--- config.mk ---
export PLATFORM = sky130hd
export DESIGN_NAME = cass_player
export DESIGN_NICKNAME = d
export VERILOG_FILES = /design/src/rtl/cass_player.sv
export SDC_FILE = /design/constraint.sdc
export NUM_CORES = 1
export LEC_CHECK = 0
export CORE_ASPECT_RATIO = 1.1
export CORE_MARGIN = 1
export CORE_UTILIZATION = 40
export DETAILED_ROUTE_END_ITERATION = 7
export SYNTH_ARGS = -nofsm -noshare
export SYNTH_HDL_FRONTEND = slang
export SYNTH_SLANG_ARGS = --single-unit
--- constraint.sdc ---
create_clock -name CLK12 -period 4.7 [get_ports CLK12]
set_input_delay 0.94 -clock CLK12 [delete_from_list [all_inputs] [get_ports CLK12]]
set_output_delay 0.94 -clock CLK12 [all_outputs]
set_load 0.005 [all_outputs]
--- src/rtl/cass_player.sv ---
// Biphase (700 baud) cassette playback generator for the ABC80 core: FIFO-buffered byte stream in, CASS_IN-compatible waveform out.
// Optional feature: define CASS_PLAYER_MOTOR_EN to pause playback while the cassette relay (MOTOR) is off.
module cass_player #(
  parameter int CLK_HZ        = 12_000_000,
  parameter int BAUD          = 700,
  parameter int FIFO_AW       = 4,
  parameter int LEADER_BYTES  = 32,
  parameter int TRAILER_BYTES = 2
) (
  input  logic       CLK12,
  input  logic       RESET,
  input  logic       START,
  input  logic [7:0] DIN,
  input  logic       DIN_VALID,
  input  logic       DIN_LAST,
  output logic       DIN_READY,
  input  logic       MOTOR,
  output logic       CASS_OUT,
  output logic       BUSY,
  output logic       DONE,
  output logic       UNDERRUN
);

  localparam int CELL      = CLK_HZ / BAUD;
  localparam int HALF      = CELL / 2;
  localparam int CW        = $clog2(CELL);
  localparam int DEPTH     = 2 ** FIFO_AW;
  localparam int BYTES_MAX = (LEADER_BYTES > TRAILER_BYTES) ? LEADER_BYTES : TRAILER_BYTES;
  localparam int BW        = $clog2(BYTES_MAX + 1);

  localparam logic [CW-1:0]      CNT_LAST   = CW'(CELL - 1);
  localparam logic [CW-1:0]      CNT_MID    = CW'(HALF - 1);
  localparam logic [BW-1:0]      LEAD_LAST  = BW'(LEADER_BYTES - 1);
  localparam logic [BW-1:0]      TRAIL_LAST = BW'(TRAILER_BYTES - 1);
  localparam logic [FIFO_AW:0]   FULL_CNT   = (FIFO_AW+1)'(DEPTH);
  localparam logic [FIFO_AW:0]   CNT_ONE    = (FIFO_AW+1)'(1);
  localparam logic [FIFO_AW-1:0] PTR_ONE    = FIFO_AW'(1);

  typedef enum logic [1:0] {IDLE, LEADER, DATA, TRAILER} state_t;

  state_t state, state_next;

  logic [8:0]         mem [DEPTH];
  logic [FIFO_AW-1:0] wr_ptr, rd_ptr;
  logic [FIFO_AW:0]   count, count_next;
  logic [8:0]         head;

  logic          start_q;
  logic [CW-1:0] cnt;
  logic [2:0]    bit_cnt;
  logic [BW-1:0] byte_cnt;
  logic [7:0]    shreg;
  logic          last_q;
  logic          stall;

  logic run, go, adv, cell_end, byte_end, want_pop, fifo_empty, pop, stall_set, wr, done_next;

`ifdef CASS_PLAYER_MOTOR_EN
  assign run = MOTOR;
`else
  logic unused_motor;
  assign run          = 1'b1;
  assign unused_motor = MOTOR;
`endif

  assign wr         = DIN_VALID && DIN_READY;
  assign head       = mem[rd_ptr];
  assign fifo_empty = (count == '0);
  assign go         = (state == IDLE) && start_q;
  assign adv        = (state != IDLE) && run && !stall;
  assign cell_end   = adv && (cnt == CNT_LAST);
  assign byte_end   = cell_end && (bit_cnt == 3'd7);
  // A byte is fetched after the last leader byte, after every non-final data byte, and on every stalled cycle.
  assign want_pop   = run && ((state == DATA && stall) ||
                      (byte_end && ((state == LEADER && byte_cnt == LEAD_LAST) ||
                                    (state == DATA && !last_q))));
  assign pop        = want_pop && !fifo_empty;
  assign stall_set  = want_pop && fifo_empty;

  always_comb begin
    state_next = state;
    done_next  = 1'b0;
    case (state)
      IDLE:    if (go) state_next = LEADER;
      LEADER:  if (byte_end && byte_cnt == LEAD_LAST) state_next = DATA;
      DATA:    if (byte_end && last_q) state_next = TRAILER;
      TRAILER: if (byte_end && byte_cnt == TRAIL_LAST) begin
                 state_next = IDLE;
                 done_next  = 1'b1;
               end
      default: state_next = IDLE;
    endcase
  end

  always_comb begin
    count_next = count;
    case ({wr, pop})
      2'b10:   count_next = count + CNT_ONE;
      2'b01:   count_next = count - CNT_ONE;
      default: count_next = count;
    endcase
  end

  always_ff @(posedge CLK12) begin
    if (RESET) state <= IDLE;
    else       state <= state_next;
  end

  // NOTE: storage is left unreset; the pointers and count define what is valid, so a reset flushes it.
  always_ff @(posedge CLK12) begin
    if (wr) mem[wr_ptr] <= {DIN_LAST, DIN};
  end

  always_ff @(posedge CLK12) begin
    if (RESET) begin
      wr_ptr    <= '0;
      rd_ptr    <= '0;
      count     <= '0;
      DIN_READY <= 1'b1;
      start_q   <= 1'b0;
      cnt       <= '0;
      bit_cnt   <= '0;
      byte_cnt  <= '0;
      shreg     <= '0;
      last_q    <= 1'b0;
      stall     <= 1'b0;
      CASS_OUT  <= 1'b0;
      BUSY      <= 1'b0;
      DONE      <= 1'b0;
      UNDERRUN  <= 1'b0;
    end else begin
      start_q   <= START && (state == IDLE) && run;
      BUSY      <= (state_next != IDLE);
      DONE      <= done_next;
      count     <= count_next;
      DIN_READY <= (count_next != FULL_CNT);
      if (wr)  wr_ptr <= wr_ptr + PTR_ONE;
      if (pop) rd_ptr <= rd_ptr + PTR_ONE;

      if (go) begin
        cnt      <= '0;
        bit_cnt  <= '0;
        byte_cnt <= '0;
        shreg    <= '0;
        last_q   <= 1'b0;
        stall    <= 1'b0;
        UNDERRUN <= 1'b0;
        CASS_OUT <= ~CASS_OUT;
      end else if (pop) begin
        shreg    <= head[7:0];
        last_q   <= head[8];
        cnt      <= '0;
        bit_cnt  <= '0;
        stall    <= 1'b0;
        CASS_OUT <= ~CASS_OUT;
      end else if (stall_set) begin
        // Counter and line level hold until the FIFO has data again.
        stall    <= 1'b1;
        UNDERRUN <= 1'b1;
      end else if (cell_end) begin
        cnt     <= '0;
        bit_cnt <= bit_cnt + 3'd1;
        if (state_next != IDLE) CASS_OUT <= ~CASS_OUT;
        if (byte_end) begin
          shreg    <= '0;
          byte_cnt <= (state_next != state) ? '0 : byte_cnt + BW'(1);
        end
      end else if (adv) begin
        cnt <= cnt + CW'(1);
        if (cnt == CNT_MID && shreg[bit_cnt]) CASS_OUT <= ~CASS_OUT;
      end
    end
  end

endmodule
Word level (Yosys, flattened, before mapping) --
Memories as Yosys holds them, arrays and structs flattened. A register that Yosys moved wholly into a read port is not among the register bits. Cells that the tools add are included.
Cells by class: bitwise gates (word level) 4, reduce and logical (&&, ||, !) cells 39, equal/unequal tests 15, multiplexer cells 27, order comparisons 1, add/sub/neg operators 7
Operators with widths (number):
- two-way mux 8 bit | 4
- two-way mux 15 bit | 2
- logical AND 1 bit | 16
- adder 15 x 1 -> 15 bit (second input constant) | 1
- == test 15 x 14 -> 1 bit (second input constant) | 1
- == test 15 bit (second input constant) | 1
- two-way mux 1 bit | 11
- case mux 5 bit (2 select lines) | 1
- nonzero test 2 bit | 5
- adder 4 x 1 -> 4 bit (second input constant) | 2
- two-way mux 2 bit | 4
- two-way mux 4 bit | 2
- case mux 2 bit (4 select lines) | 1
- AND reduction 4 bit | 2
- nonzero test 4 bit | 2
- adder 6 x 1 -> 6 bit (second input constant) | 1
- == test 2 bit (second input constant) | 3
- == test 6 x 1 -> 1 bit (second input constant) | 1
- == test 6 x 5 -> 1 bit (second input constant) | 1
- two-way mux 6 bit | 1
- AND reduction 2 bit | 3
- adder 5 x 1 -> 5 bit (second input constant) | 1
- zero test 5 bit | 1
- != test 5 bit (second input constant) | 1
- 17 further kinds | 25
Word-level totals: RAM bits 144, output and inout bits 5, bits in registers 55, logic and storage cells 110, input port bits 14, memories kept 1
Memories:
- mem | words 16, bits a word 9, rd ports 1, clocked after Yosys merged registers in 1, write ports 1, line 43 | logic [8:0] mem [DEPTH];

Depth between registers and ports, before layout --
depth in word-level cells 13, mapped depth 18, mapped depth without buffers 16

Worst setup path before layout --
Ideal clock, no wire load.
kind register -> register, start point register cnt[0], end point register DIN_READY, data required time 4.568 ns, clock period less this slack 3.224 ns, setup slack 1.476 ns, arrival time 3.092 ns, stages on the path, launching flop included 18, path buffers 2, library setup time 0.132 ns, path through dfxtp_1 ha_1 nand4bb_1 nor4_4 and4_4 o21ai_2 inv_2 buf_4 ha_1 clkbuf_1 xor2_1 ha_1 and3b_1 o21ai_0 a21oi_1 xnor2_1 nor2_1 nand4_1
Between the ends: longest elaborated chain between the ends 9, elaborated cells between the ends (all ways) 10, those cells by class eq/ne (4); mux (1); reduce/logical (5)
Ends and longest elaborated chain:
- start: declaration | line 49 | logic [CW-1:0] cnt;
- start signal: assignment | line 169 | cnt <= cnt + CW'(1);
- == test 15 bit (*) | line 71 | assign cell_end = adv && (cnt == CNT_LAST);
- logical AND 1 bit (*) | line 71
- logical AND 1 bit (*) | line 72 | assign byte_end = cell_end && (bit_cnt == 3'd7);
- logical AND 1 bit (*) | line 75 | (byte_end && ((state == LEADER && byte_cnt == LEAD_LAST) ||
- logical OR 1 bit (*) | line 74 | assign want_pop = run && ((state == DATA && stall) ||
- logical AND 1 bit (*) | line 77 | assign pop = want_pop && !fifo_empty;
- named net pop | line 56 | logic run, go, adv, cell_end, byte_end, want_pop, fifo_empty, pop, stall_set, wr, done_next;
- == test 2 x 1 -> 1 bit or == test 2 bit (tied branches) | line 97 | case ({wr, pop})
- case mux 5 bit (2 select lines) (*) | line 97
- != test 5 bit (*) | line 136 | DIN_READY <= (count_next != FULL_CNT);
- end signal: assignment | line 136
- end: declaration | line 16 | output logic DIN_READY,
The timed path passes the listed nets; every way through them passes the cells marked *. A chain may end at the register's enable or synchronous reset.

Final worst setup path --
start point register cnt[0], end point register DIN_READY
Between the ends: longest elaborated chain between the ends 9, elaborated cells between the ends (all ways) 10, those cells by class eq/ne (4); mux (1); reduce/logical (5)
Ends and longest elaborated chain (line):
- == test 15 bit (*) | 71
- logical AND 1 bit (*) | 71
- logical AND 1 bit (*) | 72
- logical AND 1 bit (*) | 75
- logical OR 1 bit (*) | 74
- logical AND 1 bit (*) | 77
- == test 2 x 1 -> 1 bit or == test 2 bit (tied branches) | 97
- case mux 5 bit (2 select lines) (*) | 97
- != test 5 bit (*) | 136
Mark *: on every way between the ends. The rest lies on a longest branch, timed or not.

==> metrics.yaml <==
status: "completed"
hp-class: "reg -> reg"
gr-usage-met3_pct: 2.19
first_global_vias: 4864
final_hold_viol_count: 0
ys_warn_count: 0
place.gp.congestion: 0.874
htreeDepth: 1
critical_path_class: "reg -> reg"
dp_hpwl_um: 10800
num_rows: 55
period_minus_slack_ps: 3750
drt_first_pass_iters: 5
power_density_nw_per_um2: 377
setup_viol: 0
avgSynthCellArea_sq_um: 14.6
vias: 4725
ys_top_cells_by_area: "edfxtp_1, dfxtp_1, mux4_2"
final_common_cell: "edfxtp_1"
async_flop_share_pct: 0
start_kind: "flop"
worstPathArrival_ps: 4120
core_area_sq_um: 20700
die_h_um: 155
grt_usage_pct: 15.3
min_to: "shreg[4]"
grt_setup_unrepaired: "no"
rr_worst_depth: 15
grtUsageMet1_pct: 19.9
antenna_found_initial: 0
ys_seq_elements: 203
fmax_mhz: 267
ctsHoldBuffers: 0
fin_worst_hold_slack_ps: 465
slew_headroom_pct: 31.8
grt.busiest_layer: "met2"
seq_area_sq_um: 5510
path_cells: "ha_1 > nand4bb_1 > nor4_4 > and4_4 > o21ai_2 > inv_2 > ha_1 > xor2_1 > ha_1 > and3b_1 > o21ai_0 > a21oi_1 > xnor2_1 > nor2_1 > nand4_1"
grt-ovfl-total: 0
drive_gt1_share_pct: 15.0
synthesis.nets: 613
io_buffers: 17
hp-start: "shreg[4]"
end_kind: "flop"
start_util_pct: 41.1
p_leak_nw: 3.00
ir_drop_mv: 0.270
nets: 631
cts_resized: 0
cpMostUsedCell: "ha_1"
cp_max_fo: 14
clock_sinks: 203
finalMaxSlewViolations: 0
cp_slowest_cell: "nor4_4"
synth.largest_area_cell: "edfxtp_1"
cts_tree: "built"
synth_edf_count: 144
clock_skew_ps: 12.1
fillers: 1810
syn-instance-count: 584
num_antenna_cells: 0
area.growth.synth_to_final_pct: 12.9
drtAntennaViolNets: 0
die_area_sq_um: 21800
multiInputGateArea_sq_um: 2820
synth_cell_types: 57
drc: 0
synth-seq-area-share_pct: 64.7
netlist_area_sq_um: 8500
clockRootBuffer: "clkbuf_16"
use_met2_pct: 26.8
die_x_um: 141
rrSetupSlack_ps: 950
viasPerCell: 5.26
r2r_end: "DIN_READY"
drt_iter0_markers: 299
cp.required_ps: 5070
yosysTopAreaCellShare_pct: 50.8
clockBufferDepth: 3
slowest_delay_ps: 530
cts_made_buffers: 22
reg2reg_from: "cnt[0]"
finalSetupTns_ps: 0
path_clk_slew_ps: 60
cap_viol_max_count: 0
tightest_slew_ps: 1020
wl_per_cell_um: 17.7
grt_pass1_wl_um: 26000
min_period_over_period_pct: 79.7
drt-total-wl_um: 15900
grt_max_degree: 37
ys.flop_type: "edfxtp_1"
io-pin-count: 19
postCtsSetupBuffers: 0
whs_path_depth: 2
final_cell_mix: "edfxtp_1, nor2_1, dfxtp_1, mux4_2, nand2_1"
clock_latency_ps: 510
-- worst max-delay path, delay by kind of cell (launching register included) --
family,cells,cell delay [ps]
and+or+nand+nor,6,1410
adders and majority gates,3,820
AOI/OAI and AO/OA,3,440
DFF,1,420
buffers and inverters,1,280
xor gates and xnor gates,2,260
-- cell families after synthesis --
kind of cell / after synthesis / share of synthesized area (%)
AND/OR/NAND/NOR: 181 / 10.7
AO/OA/AOI/OAI: 59 / 4.30
XOR/XNOR: 27 / 2.78
flip-flops: 203 / 64.7
adder cells (fa/ha/maj): 15 / 2.21
multiplexers: 54 / 13.1
buffers and inverters: 45 / 2.15
-- how the worst max path moves through the flow --
stage	start	end	slack, ps	cells past startpoint
global route	cnt[0]	DIN_READY	710	15
detailed placement	cnt[0]	DIN_READY	970	14
CTS	cnt[0]	DIN_READY	960	15
finish	cnt[0]	DIN_READY	950	15
floorplan	cnt[0]	DIN_READY	1480	17
global placement	cnt[0]	DIN_READY	1100	15
-- where the power goes --
part           total [mW]  internal (mW)  switching [mW]
Combinational       0.130         0.0516          0.0781
Clock                1.54          0.886           0.653
Sequential           1.95           1.94          0.0151
-- through the flow --
step	total power, mW	std cells	setup WS, ps	area (sq um)	utilization [%]
CTS	3.66	898	957	9600	46.3
detailed placement	2.12	863	973	8970	43.3
global placement	2.11	863	1100	8970	43.3
floorplan	2.06	584	1480	8500	-
global route	3.73	898	714	9600	46.3
finish	3.62	898	952	9600	46.3
-- sequential cells by signal, indices dropped and copies added, names as in the netlist, named ones only --
| name | count |
|---|---|
| count | 5 |
| UNDERRUN | 1 |
| rd_ptr | 4 |
| last_q | 1 |
| shreg | 8 |
| cnt | 15 |
| start_q | 1 |
| wr_ptr | 4 |
| state | 2 |
| stall | 1 |
| mem | 144 |
| BUSY | 1 |
| bit_cnt | 3 |
| byte_cnt | 6 |
| DONE | 1 |
| DIN_READY | 1 |
| CASS_OUT | 1 |
-- synthesized netlist by cell type (2+ instances only) --
cell      number
edfxtp_1     144
nor2_1        66
dfxtp_1       59
mux4_2        46
nand2_1       38
a21oi_1       23
clkbuf_1      21
ha_1          15
nand3_1       15
xnor2_1       14
xor2_1        13
inv_1         12
nand4_1       11
o21ai_0       10
buf_2          8
mux2i_1        7
nor3_1         7
nand3b_1       6
a211oi_1       5
a31oi_1        5
and3_1         5
nand2b_1       5
nor2b_1        4
and2_1         3
nor4_1         3
nor4b_1        3
a22o_1         2
a22oi_1        2
buf_1          2
nand4b_1       2
or2_2          2
-- routing by layer --
layer	vias to the layer above	wire, um
li1	2241	-
met1	2379	7090
met2	81	7960
met3	24	534
met4	0	322
met5	-	0
-- area by class of cell --
type | count | area share (%)
Clock inverter | 5 | 0.339
Tap cell | 285 | 3.71
Clock buffer | 30 | 6.26
Sequential cell | 203 | 57.4
Timing Repair Buffer | 26 | 2.48
Multi-Input combinational cell | 336 | 29.3
Inverter | 13 | 0.508
(Power assumes the default switching activity.)
